`src/rtl/uart_reg_ctrl.sv`:
```
// rtl/uart_reg_ctrl.sv - CPU request/response controller decoding word addresses into register strobes
module uart_reg_ctrl #(
    parameter int DATA_WIDTH = 32,
    parameter int ADDR_WIDTH = 3,
    parameter int NUM_REGS   = 4
) (
    input  logic                           clk_i,
    input  logic                           rst_i,
    input  logic                           req_i,
    input  logic                           req_we_i,
    input  logic [ADDR_WIDTH-1:0]          req_addr_i,
    input  logic [DATA_WIDTH-1:0]          req_wdata_i,
    output logic                           req_ready_o,
    output logic                           rsp_valid_o,
    input  logic                           rsp_ready_i,
    output logic [DATA_WIDTH-1:0]          rsp_rdata_o,
    output logic                           rsp_err_o,
    output logic [NUM_REGS-1:0]            reg_wr_en_o,
    output logic [NUM_REGS-1:0]            reg_rd_en_o,
    output logic [DATA_WIDTH-1:0]          reg_wdata_o,
    input  logic [NUM_REGS*DATA_WIDTH-1:0] reg_rdata_i
);

    typedef enum logic [1:0] {
        IDLE,
        ACCESS,
        RESP
    } state_e;

    localparam logic [ADDR_WIDTH:0] NUM_REGS_W = (ADDR_WIDTH+1)'(NUM_REGS);

    state_e                 state_q, state_d;
    logic [ADDR_WIDTH-1:0]  addr_q, addr_d;
    logic                   we_q, we_d;
    logic [DATA_WIDTH-1:0]  wdata_q, wdata_d;
    logic [DATA_WIDTH-1:0]  rdata_q, rdata_d;
    logic                   err_q, err_d;
    logic [NUM_REGS-1:0]    sel;
    logic [DATA_WIDTH-1:0]  rd_mux;
    logic                   in_range;

    // Full-width compare so out-of-range addresses never alias onto a real register.
    assign in_range = ({1'b0, req_addr_i} < NUM_REGS_W);

    // Decode uses only the latched address, keeping req_* off the strobe paths.
    always_comb begin
        sel    = '0;
        rd_mux = '0;
        for (int k = 0; k < NUM_REGS; k++) begin
            if (addr_q == ADDR_WIDTH'(k)) begin
                sel[k] = 1'b1;
                rd_mux = reg_rdata_i[k*DATA_WIDTH +: DATA_WIDTH];
            end
        end
    end

    always_ff @(posedge clk_i or posedge rst_i) begin
        if (rst_i) begin
            state_q <= IDLE;
            addr_q  <= '0;
            we_q    <= 1'b0;
            wdata_q <= '0;
            rdata_q <= '0;
            err_q   <= 1'b0;
        end else begin
            state_q <= state_d;
            addr_q  <= addr_d;
            we_q    <= we_d;
            wdata_q <= wdata_d;
            rdata_q <= rdata_d;
            err_q   <= err_d;
        end
    end

    always_comb begin
        state_d     = state_q;
        addr_d      = addr_q;
        we_d        = we_q;
        wdata_d     = wdata_q;
        rdata_d     = rdata_q;
        err_d       = err_q;
        req_ready_o = 1'b0;
        rsp_valid_o = 1'b0;
        reg_wr_en_o = '0;
        reg_rd_en_o = '0;
        case (state_q)
            IDLE: begin
                req_ready_o = 1'b1;
                if (req_i) begin
                    addr_d  = req_addr_i;
                    we_d    = req_we_i;
                    wdata_d = req_wdata_i;
                    rdata_d = '0;
                    err_d   = !in_range;
                    state_d = in_range ? ACCESS : RESP;
                end
            end
            ACCESS: begin
                // Capture on the strobe edge so read-clear bits report their pre-clear value.
                if (we_q) begin
                    reg_wr_en_o = sel;
                    rdata_d     = '0;
                end else begin
                    reg_rd_en_o = sel;
                    rdata_d     = rd_mux;
                end
                state_d = RESP;
            end
            RESP: begin
                rsp_valid_o = 1'b1;
                if (rsp_ready_i) begin
                    state_d = IDLE;
                end
            end
            default: state_d = IDLE;
        endcase
    end

    assign rsp_rdata_o = rdata_q;
    assign rsp_err_o   = err_q;
    assign reg_wdata_o = wdata_q;

endmodule

```
`config.mk`:
```
export PLATFORM = sky130hd
export DESIGN_NAME = uart_reg_ctrl
export DESIGN_NICKNAME = d
export VERILOG_FILES = /design/src/rtl/uart_reg_ctrl.sv
export SDC_FILE = /design/constraint.sdc
export NUM_CORES = 1
export LEC_CHECK = 0
export CAP_MARGIN = 10
export CELL_PAD_IN_SITES_DETAIL_PLACEMENT = 2
export CELL_PAD_IN_SITES_GLOBAL_PLACEMENT = 2
export CORE_AREA = 2 2 148 150
export CTS_CLUSTER_DIAMETER = 50
export CTS_CLUSTER_SIZE = 40
export DETAILED_ROUTE_END_ITERATION = 16
export DIE_AREA = 0 0 150 152
export PLACE_DENSITY = 0.86
export SYNTH_ARGS = -nofsm -noshare
export SYNTH_HDL_FRONTEND = slang
export SYNTH_SLANG_ARGS = --single-unit
export TNS_END_PERCENT = 30
```
`constraint.sdc`:
```
create_clock -name clk_i -period 2.18 [get_ports clk_i]
set_input_delay 0.327 -clock clk_i [delete_from_list [all_inputs] [get_ports clk_i]]
set_output_delay 0.327 -clock clk_i [all_outputs]
set_load 0.02 [all_outputs]
```
After elaboration in Yosys (flattened, before gate mapping)
Index checks and enable logic that the tools add are counted.
{"block": "classes", "magnitude_cmp": 1, "eq_ne": 7, "n_mux": 21, "n_reduce_logical": 7}
{"operator": "32-bit 2-to-1 mux", "n": 6}
{"operator": "32-bit case mux with 2 select lines", "n": 1}
{"operator": "4-bit 2-to-1 mux", "n": 4}
{"operator": "3-bit by 2-bit equality test with 1-bit output, second input constant", "n": 2}
{"operator": "1-bit 2-to-1 mux", "n": 6}
{"operator": "2-bit 2-to-1 mux", "n": 3}
{"operator": "2-bit case mux with 3 select lines", "n": 1}
{"operator": "2-bit AND reduction", "n": 3}
{"operator": "2-bit != test, second input constant", "n": 2}
{"operator": "3-bit by 1-bit equality test with 1-bit output, second input constant", "n": 1}
{"operator": "3-bit logical NOT", "n": 1}
{"operator": "3-bit less-than comparator, second input constant", "n": 1}
{"operator": "2-bit by 1-bit equality test with 1-bit output, second input constant", "n": 1}
{"operator": "2-bit equality test, second input constant", "n": 1}
{"operator": "2-bit logical NOT", "n": 1}
{"operator": "2-bit nonzero test", "n": 1}
{"operator": "1-bit logical NOT", "n": 1}
{"block": "word_totals", "register_bits": 71, "elab_cells": 42}

Longest topological paths before layout
{"block": "logic_depth", "word_depth": 7, "depth_mapped": 6}

Worst setup path after synthesis
OpenSTA, ideal clock, no wires.
{"block": "synth_path", "path_type": "reg2out", "start": "reg rsp_err_o (netlist name)", "end": "out reg_rd_en_o[0]", "arrival_time_ns": 1.734, "t_required_ns": 1.853, "path_slack_ns": 0.119, "stages_incl_launch_ff": 5, "cell_sequence": "dfrtp_1 buf_6 or4b_4 buf_6 nor3_1"}
{"item": "to (decl)", "line_no": "19", "text": "output logic [NUM_REGS-1:0] reg_rd_en_o,"}

Final worst setup path
{"block": "layout_path", "start": "reg we_q", "end": "out reg_rd_en_o[1]"}
{"block": "layout_between", "elab_chain_cells": 2}
{"item": "from (decl)", "line_no": "34", "text": "logic we_q, we_d;"}
{"item": "from (signal assigned)", "line_no": "68", "text": "we_q <= we_d;"}
{"item": "4-bit 2-to-1 mux", "line_no": "100", "text": "if (we_q) begin"}
{"item": "4-bit 2-to-1 mux", "line_no": "86", "text": "case (state_q)"}
No other way between the ends.

==> flow_summary_export.csv <==
group,metric,value,unit
synthesis,synth-edff-count,0,
setup_path,cp-start-kind,"flip-flop",
cells_and_area,final_nets,759,
setup_path,critPathLaunch,"we_q",
min_path,min_path_type,"in2async",
route,viasPerCell,4.37,
synthesis,async_flop_share,100,%
clock_network,cts_buffers,9,
die,start_util,17.6,%
synthesis,synth_top_family_by_area,"compound AO/OA/AOI/OAI gates",
clock_network,cts_sinks,70,
synthesis,synthesis.area,0.00375,mm^2
clock_network,cts_tree,"built",
power,power.leakage,0.00280,uW
synthesis,ys_top_cells_by_count,"dfrtp_1 (70), mux2_2 (36), nor2_1 (33), nor3b_1 (32)",
cells_and_area,area_delta_synth_final,82.8,%
route,drc,0,
sta,finalMaxSlewViolations,0,
clock_network,cts_root_buffer,"clkbuf_16",
place,gp_congestion,0.747,
setup_path,required,1850,ps
setup_path,cp.arrival,1780,ps
die,coreArea,0.0214,mm^2
synthesis,synth_compound_area_share,17.2,%
sta,finalSetupViolations,0,
synthesis,synth_area_leaders,"dfrtp_1 (47%), mux2_2 (11%), a221o_1 (6.9%)",
clock_network,path_clk_slew,60,ps
sta,fmax,0.475,GHz
place,dp_hpwl,12700,um
setup_path,r2r_cells,5,
power,vdd_drop_max,0.531,mV
clock_network,htreeDepth,3,
route,vias,3828,
route,ant_nets,0,
synthesis,avgSynthCellArea,10.8,um^2
job,cap_violations,0,
sta,fin_crit,2110,ps
synthesis,synth_seq_cells,70,
route,drtPass1Iterations,4,
sta,min_period_over_period,96.6,%
synthesis,yosys.area_share.simple,16.4,%
global_route,grt_pass1_wl,26200,um
synthesis,syn-num-nets,517,
sta,worst_pin_slew,453,ps
clock_network,clock_latency,330,ps
synthesis,synth_cells,349,
synthesis,synth_most_common_cell,"dfrtp_1",
die,die_w,150,um
sta,fin_skew,4.98,ps
global_route,grt_pass1_vias,4495,
sta,holdWs,399,ps
global_route,antenna_found_initial,1,
sta,tns,0,ps
cells_and_area,drive_gt1_share,13.4,%
die,fp.dieArea,0.0228,mm^2
synthesis,synth-xor-area-share,0,%
setup_path,end_kind,"primary output",
sta,hold_violations,0,
die,die_h,152,um
setup_path,path_class,"reg2out",
synthesis,yosysSeqAreaShare,46.7,%
place,place_area,0.00656,mm^2
run_status,status,"finished, final reports clean",
setup_path,cp_max_fo,5,
synthesis,synth_top_area_share,46.7,%
route,wire_per_inst,19.8,um
setup_path,reg2reg_from,"addr_q[1]",
power,powerDensity,1130,mW/mm^2
sta,setup_ws,73.9,ps
route,finalWirelength,17300,um
global_route,grtUsageTotal,15.1,%
place,dp_slack,27.7,ps
cells_and_area,finalInstanceArea,0.00686,mm^2
sta,max-slew-margin-rel,69.7,%
synthesis,yosys_warnings,0,
synthesis,synth_top_area_cell,"dfrtp_1",
die,rows,54,
global_route,grt_max_degree,71,
setup_path,r2r_slack,330,ps
clock_network,clockBufferDepth,2,
global_route,grt_overflow_total,0,
clock_network,hold_buffers,0,
sta,rsz0062_at_grt,"false",
cells_and_area,utilization,32.1,%
route,drt_iter0_drc,99,
die,ioPinCount,243,
synthesis,synth_fa_ha_area_share,0,%
synthesis,synthFlopType,"dfrtp_1",
place,port_buffers,242,
synthesis,synthMuxAreaShare,12.4,%
synthesis,netlist-cell-type-count,28,
registers in the layout, indices dropped and copies added, names as in the netlist:
signal	cells
addr_q	2
state_q	2
rsp_rdata_o	32
reg_wdata_o	32
we_q	1
rsp_err_o	1
per-layer routing:
metal / GRT usage (%) / part of all wire [%] / wire (um) / vias to the layer above
met2: 26.7 / 50 / 8650 / 154
met5: 0 / 0.069 / 12 / -
met1: 16.1 / 38 / 6650 / 1899
li1: - / - / - / 1755
met4: 4.94 / 1.7 / 298 / 2
met3: 6.16 / 9.9 / 1720 / 18
worst paths after layout:
kind	endpoint
setup / recovery	reg_rd_en_o[1]
hold / removal	reg_wdata_o[3]
setup reg to reg	rsp_rdata_o[31]
hold reg to reg	rsp_rdata_o[4]
max in group asynchronous	addr_q[1]
min in group clk_i	rsp_rdata_o[4]
worst max-delay path, cell delays in order, from the launching register on:
cell and delay, ps:
dfrtp_1 380, or4b_4 600, nor2_1 130, dlygate4sd2_1 340
layout make-up:
| cell class | instances | area, um^2 |
|---|---|---|
| Clock buffer | 12 | 256 |
| Fill cell | 2326 | 14500 |
| Tap cell | 280 | 350 |
| Multi-Input combinational cell | 220 | 1730 |
| Inverter | 27 | 103 |
| Timing Repair Buffer | 263 | 2620 |
| Sequential cell | 70 | 1750 |
| Clock inverter | 3 | 43.8 |
| Antenna cell | 1 | 2.50 |
through the flow:
stage / power, uW / cells
2_1_floorplan: 4300 / 349
3_3_place_gp: 6240 / 859
3_5_place_dp: 6350 / 859
4_1_cts: 7960 / 874
5_1_grt: 8310 / 875
6_report: 7780 / 876
repair_timing:
item / in CTS / in global routing
buffers inserted: 0 / 1
gates resized for setup: 15 / 2
pin swaps: 0 / 1
setup endpoints to repair: 9 / 4
power by group:
part,total [uW],switching (uW),internal (uW),leakage (uW)
Combinational,4220,2140,2090,0.00176
Clock,1530,583,944,0.000149
Sequential,2030,274,1760,0.000889
layout by cell type, fill, tap and decap left out, drive strengths merged, types with 3 or more instances in the layout:
master	instances
inv	26
clkdlybuf4s50	233
o22ai	6
clkbuf	12
dlygate4sd2	6
o21ai	6
nor2	34
mux2	36
dfrtp	70
clkinv	3
mux2i	6
a221o	26
buf	22
a22o	6
nor3b	32
and2	27
o32ai	26
logic make-up (layout without fill, tap and decap cells):
family,count (synthesis),after routing
DFF,70,70
AOI/OAI and AO/OA,74,74
other,0,1
and+or+nand+nor,104,104
muxes,42,42
buffers and inverters,59,305
Power figures use the tool's default switching activity.
